## src/rtl/qam_demod_pkg.sv

```systemverilog
// Shared widths, level codes and state encoding for the coherent 16-QAM demodulator.
// Used by qam_coherent_demod and qam_slicer (optional error outputs: QAM_DEMOD_ERR_EN).
package qam_demod_pkg;

    localparam int QAM_W     = 13;
    localparam int CARRIER_W = 10;
    localparam int PROD_W    = 23;

    localparam logic [1:0] LVL_N3 = 2'b00;
    localparam logic [1:0] LVL_N1 = 2'b01;
    localparam logic [1:0] LVL_P1 = 2'b10;
    localparam logic [1:0] LVL_P3 = 2'b11;

    typedef enum logic {
        HUNT,
        TRACK
    } demod_state_t;

endpackage

```

## src/rtl/qam_coherent_demod_slicer.sv

```systemverilog
// Combinational 4-level decision on one axis integral.
// With QAM_DEMOD_ERR_EN defined, also reports |v - nearest ideal level|.
module qam_slicer
    import qam_demod_pkg::*;
#(
    parameter int ACC_W  = 30,
    parameter int THRESH = 131072
) (
    input  logic signed [ACC_W-1:0] v,
    output logic        [1:0]       code
`ifdef QAM_DEMOD_ERR_EN
    ,
    output logic        [ACC_W-1:0] err
`endif
);

    localparam logic signed [ACC_W-1:0] T_POS = ACC_W'(THRESH);
    localparam logic signed [ACC_W-1:0] T_NEG = -T_POS;

    always_comb begin
        if (v >= T_POS)
            code = LVL_P3;
        else if (!v[ACC_W-1])
            code = LVL_P1;
        else if (v >= T_NEG)
            code = LVL_N1;
        else
            code = LVL_N3;
    end

`ifdef QAM_DEMOD_ERR_EN
    localparam logic signed [ACC_W-1:0] L1 = ACC_W'(THRESH / 2);
    localparam logic signed [ACC_W-1:0] L3 = ACC_W'((3 * THRESH) / 2);

    logic signed [ACC_W-1:0] ideal;
    logic signed [ACC_W-1:0] diff;

    // The nearest ideal level is always the centre of the decided region.
    always_comb begin
        case (code)
            LVL_P3:  ideal = L3;
            LVL_P1:  ideal = L1;
            LVL_N1:  ideal = -L1;
            default: ideal = -L3;
        endcase
        diff = v - ideal;
        err  = diff[ACC_W-1] ? -diff : diff;
    end
`endif

endmodule

```

## src/rtl/qam_coherent_demod.sv

```systemverilog
// Coherent 16-QAM demodulator: mix, integrate per symbol, slice, re-serialise.
// Optional per-axis decision error outputs when QAM_DEMOD_ERR_EN is defined.
module qam_coherent_demod
    import qam_demod_pkg::*;
#(
    parameter int SPS    = 8,
    parameter int ACC_W  = 30,
    parameter int THRESH = 131072
) (
    input  logic                        clk,
    input  logic                        rst,
    input  logic                        sym_sync,
    input  logic                        in_valid,
    input  logic signed [QAM_W-1:0]     qam,
    input  logic signed [CARRIER_W-1:0] cos_in,
    input  logic signed [CARRIER_W-1:0] sin_in,
    output logic                        sym_valid,
    output logic        [1:0]           sym_i,
    output logic        [1:0]           sym_q,
    output logic                        bit_out,
    output logic                        bit_valid,
    output logic                        locked
`ifdef QAM_DEMOD_ERR_EN
    ,
    output logic        [ACC_W-1:0]     err_i,
    output logic        [ACC_W-1:0]     err_q
`endif
);

    localparam int CNT_W = $clog2(SPS);

    demod_state_t state, state_next;

    logic                     accept;
    logic [CNT_W-1:0]         cnt, cnt_eff;
    logic signed [PROD_W-1:0] p_i, p_q;
    logic                     p_valid, p_last;
    logic signed [ACC_W-1:0]  acc_i, acc_q, sum_i, sum_q;
    logic [1:0]               code_i, code_q;
    logic [1:0]               bits_left;
    logic [2:0]               shreg;
`ifdef QAM_DEMOD_ERR_EN
    logic [ACC_W-1:0]         err_i_w, err_q_w;
`endif

    always_ff @(posedge clk) begin
        if (rst)
            state <= HUNT;
        else
            state <= state_next;
    end

    always_comb begin
        state_next = state;
        if (state == HUNT && sym_sync)
            state_next = TRACK;
    end

    always_comb begin
        locked = (state == TRACK);
    end

    // A strobe in HUNT with in_valid already accepts that sample as sample 0.
    assign accept  = in_valid && (state == TRACK || sym_sync);
    assign cnt_eff = sym_sync ? '0 : cnt;

    always_ff @(posedge clk) begin
        if (rst) begin
            cnt     <= '0;
            p_valid <= 1'b0;
            p_last  <= 1'b0;
            p_i     <= '0;
            p_q     <= '0;
        end else begin
            p_valid <= accept;
            if (accept) begin
                p_i    <= PROD_W'(qam) * PROD_W'(cos_in);
                p_q    <= -(PROD_W'(qam) * PROD_W'(sin_in));
                p_last <= (cnt_eff == CNT_W'(SPS - 1));
                cnt    <= (cnt_eff == CNT_W'(SPS - 1)) ? '0 : cnt_eff + 1'b1;
            end else if (sym_sync) begin
                cnt <= '0;
            end
        end
    end

    assign sum_i = acc_i + ACC_W'(p_i);
    assign sum_q = acc_q + ACC_W'(p_q);

    qam_slicer #(.ACC_W(ACC_W), .THRESH(THRESH)) u_slicer_i (
        .v    (sum_i),
        .code (code_i)
`ifdef QAM_DEMOD_ERR_EN
        ,
        .err  (err_i_w)
`endif
    );

    qam_slicer #(.ACC_W(ACC_W), .THRESH(THRESH)) u_slicer_q (
        .v    (sum_q),
        .code (code_q)
`ifdef QAM_DEMOD_ERR_EN
        ,
        .err  (err_q_w)
`endif
    );

    // sym_sync also drops the product still in the mix register from the old symbol.
    always_ff @(posedge clk) begin
        if (rst) begin
            acc_i     <= '0;
            acc_q     <= '0;
            sym_valid <= 1'b0;
            sym_i     <= '0;
            sym_q     <= '0;
`ifdef QAM_DEMOD_ERR_EN
            err_i     <= '0;
            err_q     <= '0;
`endif
        end else begin
            sym_valid <= 1'b0;
            if (sym_sync) begin
                acc_i <= '0;
                acc_q <= '0;
            end else if (p_valid) begin
                if (p_last) begin
                    acc_i     <= '0;
                    acc_q     <= '0;
                    sym_i     <= code_i;
                    sym_q     <= code_q;
                    sym_valid <= 1'b1;
`ifdef QAM_DEMOD_ERR_EN
                    err_i     <= err_i_w;
                    err_q     <= err_q_w;
`endif
                end else begin
                    acc_i <= sum_i;
                    acc_q <= sum_q;
                end
            end
        end
    end

    // First bit goes straight out on load; the remaining three sit in shreg.
    always_ff @(posedge clk) begin
        if (rst) begin
            bits_left <= '0;
            shreg     <= '0;
            bit_out   <= 1'b0;
            bit_valid <= 1'b0;
        end else if (sym_valid) begin
            bit_out   <= sym_i[1];
            shreg     <= {sym_i[0], sym_q};
            bits_left <= 2'd3;
            bit_valid <= 1'b1;
        end else if (bits_left != '0) begin
            bit_out   <= shreg[2];
            shreg     <= {shreg[1:0], 1'b0};
            bits_left <= bits_left - 1'b1;
            bit_valid <= 1'b1;
        end else begin
            bit_out   <= 1'b0;
            bit_valid <= 1'b0;
        end
    end

endmodule
```

## config.mk

```make
export PLATFORM = sky130hd
export DESIGN_NAME = qam_coherent_demod
export DESIGN_NICKNAME = d
export VERILOG_FILES = /design/src/rtl/qam_demod_pkg.sv /design/src/rtl/qam_coherent_demod_slicer.sv /design/src/rtl/qam_coherent_demod.sv
export SDC_FILE = /design/constraint.sdc
export NUM_CORES = 1
export LEC_CHECK = 0
export ABC_AREA = 1
export CAP_MARGIN = 20
export CORE_MARGIN = 2
export CORE_UTILIZATION = 65
export DETAILED_ROUTE_END_ITERATION = 10
export DONT_BUFFER_PORTS = 1
export PLACE_DENSITY = 0.84
export REMOVE_ABC_BUFFERS = 1
export SLEW_MARGIN = 25
export SYNTH_ARGS = -nofsm -noshare
export SYNTH_HDL_FRONTEND = slang
export SYNTH_SLANG_ARGS = --single-unit
export TNS_END_PERCENT = 10
```

## constraint.sdc

```tcl
create_clock -name clk -period 7 [get_ports clk]
set_input_delay 1.05 -clock clk [delete_from_list [all_inputs] [get_ports clk]]
set_output_delay 1.05 -clock clk [all_outputs]
set_load 0.1 [all_outputs]
```

==> impl_metrics.ini, run 1 <==
[clock_tree]
cts_made_buffers = 17
cts-resized-gates = 0
cts_hold_buf = 0
clockBufferDepth = 2
path_clk_slew_ps = 60
cts_sinks = 124
cts_tree = yes
postCtsSetupRepairBufs = 0
clockRootBuffer = clkbuf_16
cts.htree.levels = 4
clk_latency_ps = 430

[setup_path]
end_kind = register
cpMostUsedCell = inv_1
path_cells = nand2_1 > inv_1 > fa_1 > inv_1 > fa_1 > inv_1 > fa_1 > inv_1 > fa_1 > inv_1 > fa_1 > inv_1 > ha_1 > nand2_1 > nor3_1 > nand2_1 > o211ai_1 > xor2_1 > o21ai_0 > inv_1
cp-start-kind = input pin
cpPeakStageDelay_ps = 550
cp_max_fo = 13
cp.arrival_ps = 5710
worst_ep_required_time_ps = 7320
worst-setup-path-type = in2reg
slowest_stage = fa_1

[timing]
max_freq_mhz = 186
relSlewSlack = 0.320
worst_slew_pin_slew_ps = 1020
final.period_utilization = 0.769
rsz0062_at_grt = no
skew_ps = 10.7
hold_viol_final = 0
setup_viol = 0
tns_ps = 0
slew_violations = 0
min_period_ps = 5390
hold_ws_ps = 460
fin_ws_ps = 1610

[final_layout]
area_delta_synth_final_pct = 4.15
final_core_util = 0.685
fin_area_um2 = 20300
finalNetCount = 3299
n_antenna_cell = 0
drive_gt1_frac = 0.0297

[placed_design]
dpl_worst_slack_ps = 1220
hpwl_um = 38100
place_area_um2 = 19700
io_buffers = 0
globalplace.congestion = 0.964

[yosys]
synth_top_area_cell = fa_1
netlist_area_um2 = 19500
synth_ff_type = dfxtp_1
yosys.cell_types.count = 42
ys_top_cells_by_count = nand2_1 (836), inv_1 (699), fa_1 (234), nor2_1 (190), ha_1 (181)
ys_top_cells_by_area = fa_1 (24%), nand2_1 (16%), inv_1 (13%)
async_reset_ff_frac = 0
netlist_instances = 2903
synth_most_common_cell = nand2_1
synth-seq-area-share = 0.128
synthDominantCellAreaShare = 0.241
avgSynthCellArea_um2 = 6.70
yosys_warnings = 0
synth_edf_count = 0
synth-seq-cells = 124

[worst_hold_path]
hold_class = reg2reg

[grt]
grt_max_degree = 64
grt_usage = 0.318
gr-total-overflow = 0
grt_pass1_wl_um = 81200
grt_pass1_vias = 17900
antenna_found_initial = 0

[pwr]
cellLeakagePower_nw = 11.6
ir_drop_v = 0.000300
p_per_area_nw_per_um2 = 385

[routing]
post_drt_wl_per_cell_um = 14.7
detail-route-antenna-nets = 0
avgViaCountPerCell = 5.39
remaining_drc_errors = 0
firstDrtPassIters = 5
drt_iter0_markers = 1101
vias = 17500
routed_wl_um = 47800

[floorplan]
die_h_um = 177
dieArea_um2 = 31300
start_util = 0.658
rows = 63
die_w_um = 177
coreArea_um2 = 29600
pin_count = 45

[run_status]
status = complete, no violations

[flow_run]
maxCapViolCount = 0
-- stage by stage --
step,instances,power [mW]
finish,3249,7.80
global route,3249,8.73
CTS,3249,7.76
detailed placement,3218,6.86
global placement,3218,6.60
floorplan,2823,5.56
-- power breakdown --
part	switching, mW	internal [mW]
registers	0.106	0.805
clock network	0.358	0.523
logic	3.67	2.34
-- final cells by class --
class                      instances  area, um^2
tap                              390         488
fill                            2600        9300
multi-input combinational       1995       14000
inverter                         704        2640
timing repair buffer               5        37.5
sequential                       124        2480
clock inverter                    14         146
clock buffer                      17         425
-- registers in the layout (all words and copies together) (netlist names) --
register / flops
bit_out: 1
cnt: 3
locked: 1
sym_q: 2
p_q: 23
bit_valid: 1
acc_q: 30
shreg: 3
bits_left: 2
sym_valid: 1
sym_i: 2
p_last: 1
p_valid: 1
p_i: 23
acc_i: 30
-- cell usage in the layout, fill, tap and decap left out, types with 17 or more instances in the layout --
cell type / n
fa_1: 234
dfxtp_1: 123
xnor2_1: 19
xor2_1: 30
nand2_1: 835
nand4_1: 38
nand3_1: 86
clkbuf_16: 17
inv_1: 698
a21oi_1: 174
ha_1: 181
nor2_1: 189
o21ai_0: 94
-- cells by family after synthesis --
logic type	synth area share
AO/OA/AOI/OAI	0.0877
buffers and inverters	0.151
adder cells (fa/ha/maj)	0.357
XOR/XNOR	0.0221
AND/OR/NAND/NOR	0.254
flip-flops	0.128
-- worst max-delay path: cells and delay by family --
family | cells | cell delay [ps]
AOI/OAI and AO/OA | 2 | 450
and+or+nand+nor | 4 | 650
buffers and inverters | 7 | 500
xor gates and xnor gates | 1 | 110
adders and majority gates | 6 | 2920
-- worst paths after layout --
| path | start | to | slack, ps | depth (start not counted) |
|---|---|---|---|---|
| setup / recovery | sin_in[2] | p_q[22] | 1610 | 20 |
| hold / removal | shreg[0] | shreg[0] | 460 | 2 |
| setup reg to reg | locked | p_q[16] | 4240 | 6 |
| hold reg to reg | shreg[0] | shreg[0] | 460 | 2 |
-- routing by layer --
layer | track usage | part of all wire | wire (um) | vias to the layer above
li1 | - | - | - | 8622
met3 | 0.0470 | 0.074 | 3520 | 121
met1 | 0.415 | 0.43 | 20700 | 8118
met5 | 0 | 0 | 0 | -
met2 | 0.539 | 0.47 | 22200 | 650
met4 | 0.108 | 0.029 | 1370 | 0
No activity file was read; power rests on OpenSTA's default activity.
==> run 2: changes to the inputs <==
--- a/config.mk
+++ b/config.mk
@@ -8,10 +8,10 @@
 export ABC_AREA = 1
 export CAP_MARGIN = 20
 export CORE_MARGIN = 2
-export CORE_UTILIZATION = 65
+export CORE_UTILIZATION = 61
 export DETAILED_ROUTE_END_ITERATION = 10
 export DONT_BUFFER_PORTS = 1
-export PLACE_DENSITY = 0.84
+export PLACE_DENSITY = 0.83
 export REMOVE_ABC_BUFFERS = 1
 export SLEW_MARGIN = 25
 export SYNTH_ARGS = -nofsm -noshare
==> constraint.sdc (replaced) <==
create_clock -name clk -period 4.3 [get_ports clk]
set_input_delay 0.645 -clock clk [delete_from_list [all_inputs] [get_ports clk]]
set_output_delay 0.645 -clock clk [all_outputs]
set_load 0.1 [all_outputs]
==> run 2 against run 1 <==
Compared with the run above:
- the run now ends with setup timing left
- sequential cell count unchanged
- sequential power increased by 62%
- largest power group unchanged
- power increased by 130%
- worst setup slack got worse by 2000 ps
- critical endpoint is now p_i[21]
- worst hold slack got worse by 150 ps
- cell count increased by 4.1%
- clock skew increased by 2.2 ps
==> impl_metrics.ini, run 2 (synthesized netlist as in run 1, its figures left out) <==
[run_status]
status = finished with violations
violations = setup timing

[final_layout]
drive_gt1_frac = 0.106
nFillCells = 2515
finalNetCount = 3418
final_core_util = 0.693
regArea_um2 = 2480
multi_input_area_um2 = 14600
reg_top3 = acc_i: 30 flops, acc_q: 30 flops
layout_common_cells = nand2_1 (819), inv_1 (676), fa_1 (228), nor2_1 (180), ha_1 (162)
final_common_cell = nand2_1
n_antenna_cell = 0
area_delta_synth_final_pct = 12.2

[routing]
firstDrtPassIters = 7
avgViaCountPerCell = 5.38
vias = 18200
detail-route-antenna-nets = 0
drt_iter0_markers = 1231
routed_wl_um = 51600
remaining_drc_errors = 0
post_drt_wl_per_cell_um = 15.3

[setup_path]
worst-setup-path-type = in2reg
cp.arrival_ps = 5030
cp_max_fo = 7
worst_ep_required_time_ps = 4610
r2r_start = p_i[0]
worstReg2RegEnd = sym_i[0]
reg2regPathDepth = 17
end_kind = register
reg2reg_setup_slack_ps = 1580
cp-start-kind = input pin

[grt]
grt_max_degree = 64
grt_pass1_wl_um = 85100
antenna_found_initial = 0
grt_pass1_vias = 18200
grt_usage = 0.311
gr-total-overflow = 0

[timing]
hold_viol_final = 0
skew_ps = 12.9
setup_viol = 20
relSlewSlack = 0.324
max_freq_mhz = 212
min_period_ps = 4710
fin_ws_ps = -414
slew_violations = 0
worst_slew_pin_slew_ps = 1010
rsz0062_at_grt = yes
final.period_utilization = 1.10

[floorplan]
rows = 65
start_util = 0.618
die_h_um = 183
die_w_um = 183
pin_count = 45
dieArea_um2 = 33300
coreArea_um2 = 31500

[worst_hold_path]
hp-start = rst
whs_path_depth = 1
hold_class = in2reg
hold_end = sym_valid

[pwr]
p_total_mw = 17.9
ir_drop_v = 0.000632
cellLeakagePower_nw = 12.2
p_per_area_nw_per_um2 = 819

[placed_design]
hpwl_um = 39400
dpl_worst_slack_ps = -870
io_buffers = 0
globalplace.congestion = 0.975

[clock_tree]
cts_tree = yes
cts_hold_buf = 0
cts_made_buffers = 17
cts.htree.levels = 4
clockRootBuffer = clkbuf_16
clockBufferDepth = 2
clk_latency_ps = 430
cts_sinks = 124
path_clk_slew_ps = 60

[flow_run]
maxCapViolCount = 0
-- run 2: per-layer routing --
layer | vias to the layer above | GRT usage | wire, um
met1 | 8514 | 0.400 | 21600
met3 | 114 | 0.0487 | 3930
met4 | 0 | 0.0997 | 1350
met2 | 726 | 0.538 | 24700
li1 | 8844 | - | -
met5 | - | 0 | 0
-- run 2: power by group --
part,internal [mW],leakage [nW],switching (mW)
logic,6.98,10.9,7.88
clock network,0.928,0.295,0.618
registers,1.31,1.01,0.168
total,9.22,12.2,8.66
-- run 2: what timing repair did --
| item | in CTS | in global routing |
|---|---|---|
| endpoints found under the setup margin | 24 | 28 |
| pin swaps | 16 | 55 |
| buffers inserted | 0 | 6 |
| gates resized for setup | 63 | 84 |
-- run 2: worst max-delay path, stage by stage --
cell and delay (ps):
clkinvlp_4 140, buf_4 190, nor2_1 130, fa_1 440, fa_1 510, fa_2 450
fa_1 510, inv_1 50, fa_1 480, inv_1 50, ha_1 340, a21oi_2 220
o21ai_0 150, a21oi_1 270, nand3_2 120, a21oi_2 130, o21ai_1 70, o211ai_1 70
inv_1 60
-- run 2: per-stage QoR --
step                      instances  setup TNS, ps  hold WS [ps]  area (um^2)
after floorplan                2823         -10290           433        19200
after global placement         3343         -15620           446        20500
after detailed placement       3343         -18200           452        20600
after CTS                      3375          -3150           294        21400
after global routing           3381          -8060           297        21800
final                          3381          -3800           313        21800
-- run 2: worst max path at each step --
stage,end,depth (start not counted),start,slack (ps)
2_1_floorplan,p_i[15],20,qam[7],-660
3_3_place_gp,p_i[15],20,qam[7],-840
3_5_place_dp,p_i[15],20,qam[7],-870
4_1_cts,p_i[21],20,cos_in[9],-240
5_1_grt,p_i[21],19,cos_in[9],-560
6_report,p_i[21],19,cos_in[9],-410
-- run 2: cell type report --
| type | instances | area share |
|---|---|---|
| Multi-Input combinational cell | 1995 | 0.671 |
| Inverter | 704 | 0.122 |
| Sequential cell | 124 | 0.114 |
| Timing Repair Buffer | 124 | 0.0430 |
| Tap cell | 402 | 0.0230 |
| Clock buffer | 18 | 0.0197 |
| Clock inverter | 14 | 0.00837 |
